`src/rtl/probador_tx_gen.sv`:
```
// Loopback traffic generator/checker: drives per-lane sequences into phy_tx after an
// active preamble, then compares recirculated words against independently regenerated ones.
module probador_tx_gen #(
    parameter int              LANES     = 4,
    parameter int              WIDTH     = 8,
    parameter int              SEQ_LEN   = 16,
    parameter int              PRE_CYC   = 2,
    parameter int              TIMEOUT   = 32,
    parameter logic [WIDTH-1:0] LFSR_TAPS = 8'hB8
) (
    input  logic                   clk_f,
    input  logic                   reset,
    input  logic                   start,
    input  logic [1:0]             mode,
    input  logic [WIDTH-1:0]       seed,
    input  logic [LANES-1:0]       lane_en,
    input  logic                   gap_en,
    input  logic [LANES*WIDTH-1:0] data_ret,
    input  logic [LANES-1:0]       valid_ret,
    output logic [LANES*WIDTH-1:0] data_out,
    output logic [LANES-1:0]       valid_out,
    output logic                   active,
    output logic                   busy,
    output logic                   done,
    output logic                   pass,
    output logic                   timeout,
    output logic [15:0]            err_count
);
    localparam int CW = $clog2(SEQ_LEN + 1);
    localparam int PW = $clog2(PRE_CYC + 1);
    localparam int TW = $clog2(TIMEOUT + 1);

    typedef enum logic [2:0] {IDLE, PRE, SEND, DRAIN, DONE} state_t;

    state_t           state_reg, state_next;
    logic [PW-1:0]    pre_cnt_reg;
    logic [CW-1:0]    word_cnt_reg;
    logic             phase_reg;
    logic [TW-1:0]    idle_cnt_reg;
    logic [1:0]       mode_reg;
    logic [LANES-1:0] lane_en_reg;
    logic             gap_reg;
    logic [15:0]      err_reg, err_next;
    logic             timeout_reg;

    logic             start_ok;
    logic             tx_adv;
    logic             drain_timeout;
    logic             send_valid;
    logic             last_word;
    logic [LANES-1:0] err_hit;
    logic [LANES-1:0] lane_complete;
    logic [31:0]      hit_sum, err_sum;

    function automatic logic [WIDTH-1:0] next_word(input logic [1:0] m, input logic [WIDTH-1:0] x);
        case (m)
            2'd0:    return x;
            2'd1:    return x + WIDTH'(1);
            2'd2:    return x[0] ? ((x >> 1) ^ LFSR_TAPS) : (x >> 1);
            default: return {x[WIDTH-2:0], x[WIDTH-1]};
        endcase
    endfunction

    function automatic logic [WIDTH-1:0] start_word(input logic [1:0] m, input logic [WIDTH-1:0] sd,
                                                     input int lane);
        logic [WIDTH-1:0] t;
        case (m)
            2'd2: begin
                t = sd ^ WIDTH'(lane);
                return (t == '0) ? WIDTH'(1) : t;
            end
            2'd3:    return WIDTH'(1) << (lane % WIDTH);
            default: return sd + WIDTH'(lane);
        endcase
    endfunction

    assign start_ok   = start && (state_reg == IDLE || state_reg == DONE);
    assign busy       = (state_reg == PRE) || (state_reg == SEND) || (state_reg == DRAIN);
    assign active     = busy;
    assign done       = (state_reg == DONE);
    assign pass       = done && (err_reg == 16'd0) && !timeout_reg;
    assign timeout    = timeout_reg;
    assign err_count  = err_reg;
    assign send_valid = (state_reg == SEND) && !phase_reg;
    assign last_word  = (word_cnt_reg == CW'(SEQ_LEN - 1));

    always_comb begin
        state_next    = state_reg;
        tx_adv        = 1'b0;
        drain_timeout = 1'b0;
        case (state_reg)
            IDLE, DONE: if (start) state_next = PRE;
            PRE:        if (pre_cnt_reg == PW'(PRE_CYC - 1)) state_next = SEND;
            SEND: begin
                if (!phase_reg && last_word)
                    state_next = DRAIN;
                else if (!(gap_reg && !phase_reg))
                    tx_adv = 1'b1;
            end
            DRAIN: begin
                if (&lane_complete) begin
                    state_next = DONE;
                end else if (valid_ret == '0 && idle_cnt_reg == TW'(TIMEOUT - 1)) begin
                    state_next    = DONE;
                    drain_timeout = 1'b1;
                end
            end
            default: state_next = IDLE;
        endcase
    end

    // Several lanes may mismatch in one cycle; all of them are added before saturating.
    always_comb begin
        hit_sum = 32'd0;
        for (int i = 0; i < LANES; i++)
            hit_sum = hit_sum + 32'(err_hit[i]);
        err_sum  = 32'(err_reg) + hit_sum;
        err_next = (err_sum > 32'h0000_FFFF) ? 16'hFFFF : err_sum[15:0];
    end

    always_ff @(posedge clk_f) begin
        if (reset) begin
            state_reg    <= IDLE;
            pre_cnt_reg  <= '0;
            word_cnt_reg <= '0;
            phase_reg    <= 1'b0;
            idle_cnt_reg <= '0;
            mode_reg     <= '0;
            lane_en_reg  <= '0;
            gap_reg      <= 1'b0;
            err_reg      <= '0;
            timeout_reg  <= 1'b0;
        end else begin
            state_reg <= state_next;
            if (start_ok) begin
                mode_reg     <= mode;
                lane_en_reg  <= lane_en;
                gap_reg      <= gap_en;
                pre_cnt_reg  <= '0;
                word_cnt_reg <= '0;
                phase_reg    <= 1'b0;
                idle_cnt_reg <= '0;
                err_reg      <= '0;
                timeout_reg  <= 1'b0;
            end else begin
                err_reg <= err_next;
                if (state_reg == PRE)
                    pre_cnt_reg <= pre_cnt_reg + PW'(1);
                if (state_reg == SEND) begin
                    if (tx_adv) begin
                        word_cnt_reg <= word_cnt_reg + CW'(1);
                        phase_reg    <= 1'b0;
                    end else if (gap_reg && !phase_reg) begin
                        phase_reg <= 1'b1;
                    end
                end
                if (state_reg == DRAIN)
                    idle_cnt_reg <= (valid_ret == '0) ? idle_cnt_reg + TW'(1) : '0;
                if (drain_timeout)
                    timeout_reg <= 1'b1;
            end
        end
    end

    for (genvar gi = 0; gi < LANES; gi++) begin : g_lane
        logic [WIDTH-1:0] tx_reg;
        logic [WIDTH-1:0] exp_reg;
        logic [CW-1:0]    rcv_reg;
        logic             chk_en;

        assign chk_en = valid_ret[gi] && lane_en_reg[gi] && busy;
        // Surplus words beyond the run length are errors regardless of content.
        assign err_hit[gi] = chk_en && ((rcv_reg == CW'(SEQ_LEN)) ||
                                        (data_ret[gi*WIDTH +: WIDTH] != exp_reg));
        assign lane_complete[gi] = !lane_en_reg[gi] || (rcv_reg == CW'(SEQ_LEN));
        assign data_out[gi*WIDTH +: WIDTH] = tx_reg;
        assign valid_out[gi] = send_valid && lane_en_reg[gi];

        always_ff @(posedge clk_f) begin
            if (reset) begin
                tx_reg  <= '0;
                exp_reg <= '0;
                rcv_reg <= '0;
            end else if (start_ok) begin
                tx_reg  <= start_word(mode, seed, gi);
                exp_reg <= start_word(mode, seed, gi);
                rcv_reg <= '0;
            end else begin
                if (tx_adv)
                    tx_reg <= next_word(mode_reg, tx_reg);
                if (chk_en) begin
                    exp_reg <= next_word(mode_reg, exp_reg);
                    if (rcv_reg != CW'(SEQ_LEN))
                        rcv_reg <= rcv_reg + CW'(1);
                end
            end
        end
    end

endmodule
```
`config.mk`:
```
export PLATFORM = sky130hd
export DESIGN_NAME = probador_tx_gen
export DESIGN_NICKNAME = d
export VERILOG_FILES = /design/src/rtl/probador_tx_gen.sv
export SDC_FILE = /design/constraint.sdc
export NUM_CORES = 1
export LEC_CHECK = 0
export BUFFER_PORTS_ARGS = -buffer_cell sky130_fd_sc_hd__buf_2
export CAP_MARGIN = 40
export CORE_MARGIN = 2
export CORE_UTILIZATION = 50
export CTS_CLUSTER_SIZE = 28
export DETAILED_ROUTE_END_ITERATION = 10
export PLACE_DENSITY = 0.72
export SETUP_SLACK_MARGIN = 0.3
export SYNTH_ARGS = -nofsm -noshare
export SYNTH_HDL_FRONTEND = slang
export SYNTH_SLANG_ARGS = --single-unit
```
`constraint.sdc`:
```
create_clock -name clk_f -period 4.26 [get_ports clk_f]
set_input_delay 0.426 -clock clk_f [delete_from_list [all_inputs] [get_ports clk_f]]
set_output_delay 0.426 -clock clk_f [all_outputs]
set_load 0.05 [all_outputs]
```
==> impl_metrics.json <==
{
  "grt_max_degree": 72,
  "synth_edf_count": 0,
  "syn_to_final_growth_pct": 12.6,
  "overflow": 0,
  "crit_arrival_ns": 3.95,
  "cts_resized": 0,
  "skew_ns": 0.00874,
  "busiest_layer": "met2",
  "hold_path_class": "in -> reg",
  "synthAdderAreaFrac_pct": 4.99,
  "place.gp.congestion": 0.897,
  "placed_cell_area_um2": 9490,
  "tns_ns": 0,
  "wl_um": 26500,
  "hold_viol_final": 0,
  "tightest_slew_ns": 0.884,
  "yosysSeqAreaShare_pct": 27.9,
  "grt_pass1_wl_um": 42000,
  "grt_use_met2_pct": 44.5,
  "outcome": "finished, final reports clean",
  "avgSynthCellArea_um2": 7.68,
  "critPathRequiredTime_ns": 4.55,
  "grt_use_met3_pct": 5.41,
  "slew_viol_final": 0,
  "power_leakage_nw": 4.08,
  "nets": 1287,
  "fin_crit_ns": 3.66,
  "port_buffers": 110,
  "syn_inst": 1169,
  "start_kind": "register",
  "crit_path_end_kind": "register",
  "synth-xor-area-share_pct": 13.4,
  "synthSimpleGateAreaFrac_pct": 22.4,
  "ios": 111,
  "initial_core_util_pct": 51.5,
  "cts_tree": "done",
  "ant_nets": 0,
  "die_height_um": 138,
  "max_freq_ghz": 0.273,
  "root_buffer": "clkbuf_16",
  "track_usage_pct": 27.9,
  "diodes": 0,
  "grtUsageMet1_pct": 36.9,
  "drt-initial-drc-count": 724,
  "crit_type": "reg -> reg",
  "yosys_register_bits": 125,
  "synth.distinct_cells": 74,
  "drt-pass1-iter-count": 6,
  "r2r_start": "state_reg[0]$_SDFFE_PP0P_",
  "setup_violations": 0,
  "hp-start": "lane_en[1]",
  "cts_num_sinks": 125,
  "cts_setup_buffers": 0,
  "path_clk_slew_ns": 0.06,
  "crit_fanout": 14,
  "die_x_um": 138,
  "grt_pass1_vias": 8185,
  "wl_per_cell_um": 18.4,
  "setup.worst_path.start": "state_reg[0]$_SDFFE_PP0P_",
  "dp_hpwl_um": 18100,
  "cap_violations": 0,
  "whs_ns": 0.230,
  "ir_drop_mv": 0.297,
  "max-clock-path-buffers": 2,
  "cts_hold_buffers": 0,
  "dr_total_vias": 8886,
  "fin_crit_sh_pct": 85.8,
  "drc": 0,
  "final_area_um2": 10100,
  "yosys_warnings": 0,
  "core_um2": 17400,
  "clock_latency_ns": 0.43,
  "synth_top_family_by_area": "compound AO/OA/AOI/OAI gates",
  "synth_area_um2": 8970,
  "synth-compound-area-share_pct": 22.7,
  "antenna_found_initial": 0,
  "synth_nets": 1257,
  "relSlewSlack_pct": 40.9,
  "rsz0062_at_grt": "false",
  "cts_buffers": 17,
  "rows": 48,
  "ys.flop_type": "dfxtp_1",
  "p_per_area_nw_per_um2": 418,
  "synthArstFlopShare_pct": 0,
  "htree_num_levels": 4,
  "synthMuxAreaShare_pct": 1.69,
  "vias_per_cell": 6.18,
  "die_area_um2": 19000,
  "drive_gt1_share_pct": 14.6
}
Yosys cell counts (all sizes together), types with 4 or more instances:
cell type / number / area, um^2
nor2: 140 / 531
dfxtp: 125 / 2500
clkbuf: 84 / 315
nand2: 80 / 308
xnor2: 73 / 639
a21oi: 64 / 320
xor2: 64 / 561
nand3: 49 / 245
o21ai: 42 / 210
a221oi: 41 / 359
inv: 39 / 146
buf: 33 / 161
nor3: 33 / 176
ha: 31 / 388
nand4: 27 / 169
and3: 21 / 131
a211oi: 18 / 135
o22ai: 15 / 93.8
a31oi: 14 / 87.6
mux2i: 14 / 140
or3: 13 / 86.3
a221o: 12 / 120
a22oi: 10 / 75.1
o32ai: 9 / 78.8
nand3b: 8 / 60.1
and2: 7 / 43.8
nand2b: 7 / 43.8
nor4: 7 / 43.8
o211ai: 7 / 52.6
a21boi: 6 / 45.0
a21o: 6 / 45.0
a311oi: 6 / 52.6
a211o: 5 / 43.8
o31ai: 5 / 37.5
nor3b: 4 / 35.0
nor4bb: 4 / 40.0
o311a: 4 / 40.0
cell usage in the layout, fill, tap and decap left out, types with 14 or more instances in the layout:
cell type and n:
nor2_1 138, dfxtp_1 125, buf_2 110, nand2_1 79, xnor2_1 73, a21oi_1 64, xor2_1 64, nand3_1 49
o21ai_0 41, a221oi_1 41, inv_1 38, nor3_1 32, ha_1 28, nand4_1 27, and3_1 21, a211oi_1 18
clkbuf_16 17, buf_4 17, o22ai_1 15, mux2i_1 14, a31oi_1 14
worst max-delay path, stage by stage, from the launching register on:
cell and delay (ns):
dfxtp_1 0.60, o21bai_1 0.31, nor2_1 0.18, o31ai_1 0.14
fa_1 0.55, inv_1 0.06, fa_1 0.46, fa_1 0.45
nand2_1 0.11, nor3b_1 0.05, buf_4 0.15, nand2_1 0.05
or2_2 0.27, a21oi_1 0.12
where the power goes:
group          internal, W  leakage, nW  switching [W]
registers          0.00127         1.02       0.000212
clock network     0.000949        0.297       0.000596
logic             0.000421         2.77       0.000778
total              0.00264         4.08        0.00159
worst paths after layout:
path	to	slack, ns	cells past startpoint
setup / recovery	err_count[9]$_SDFF_PP0_	0.60	13
hold / removal	lane_en_reg[1]$_SDFFE_PP0P_	0.23	3
setup reg to reg	err_count[9]$_SDFF_PP0_	0.60	13
hold reg to reg	mode_reg[1]$_SDFFE_PP0P_	0.48	2
cell type report:
type | instances | area (um^2)
flip-flops and latches | 125 | 2500
inverters | 39 | 146
fillers | 1647 | 7310
well taps | 225 | 282
clock inverters | 14 | 181
multi-input cells | 888 | 5860
repair buffers | 128 | 693
clock buffers | 18 | 439
metrics by stage:
stage | util (%) | setup WS (ns) | power (W) | instances
4_1_cts | 58.0 | 0.614 | 0.00422 | 1437
3_3_place_gp | 54.4 | 0.765 | 0.00266 | 1404
6_report | 58.0 | 0.604 | 0.00422 | 1437
3_5_place_dp | 54.5 | 0.684 | 0.00268 | 1405
2_1_floorplan | - | 0.785 | 0.00237 | 1169
5_1_grt | 58.0 | 0.368 | 0.00442 | 1437
cell families (layout without fill, tap and decap cells):
| kind of cell | Yosys count | after routing |
|---|---|---|
| fa+ha+maj | 34 | 34 |
| compound gates | 290 | 290 |
| buf+inv | 156 | 199 |
| mux | 15 | 15 |
| flops | 125 | 125 |
| xor+xnor | 137 | 137 |
| simple gates | 412 | 412 |
routing by layer:
layer  share of wire, %  up-vias
li1                   -     4261
met1                 43     4204
met2                 46      356
met3                7.2       65
met4                3.1        0
met5                  0        -
(Power assumes the default switching activity.)
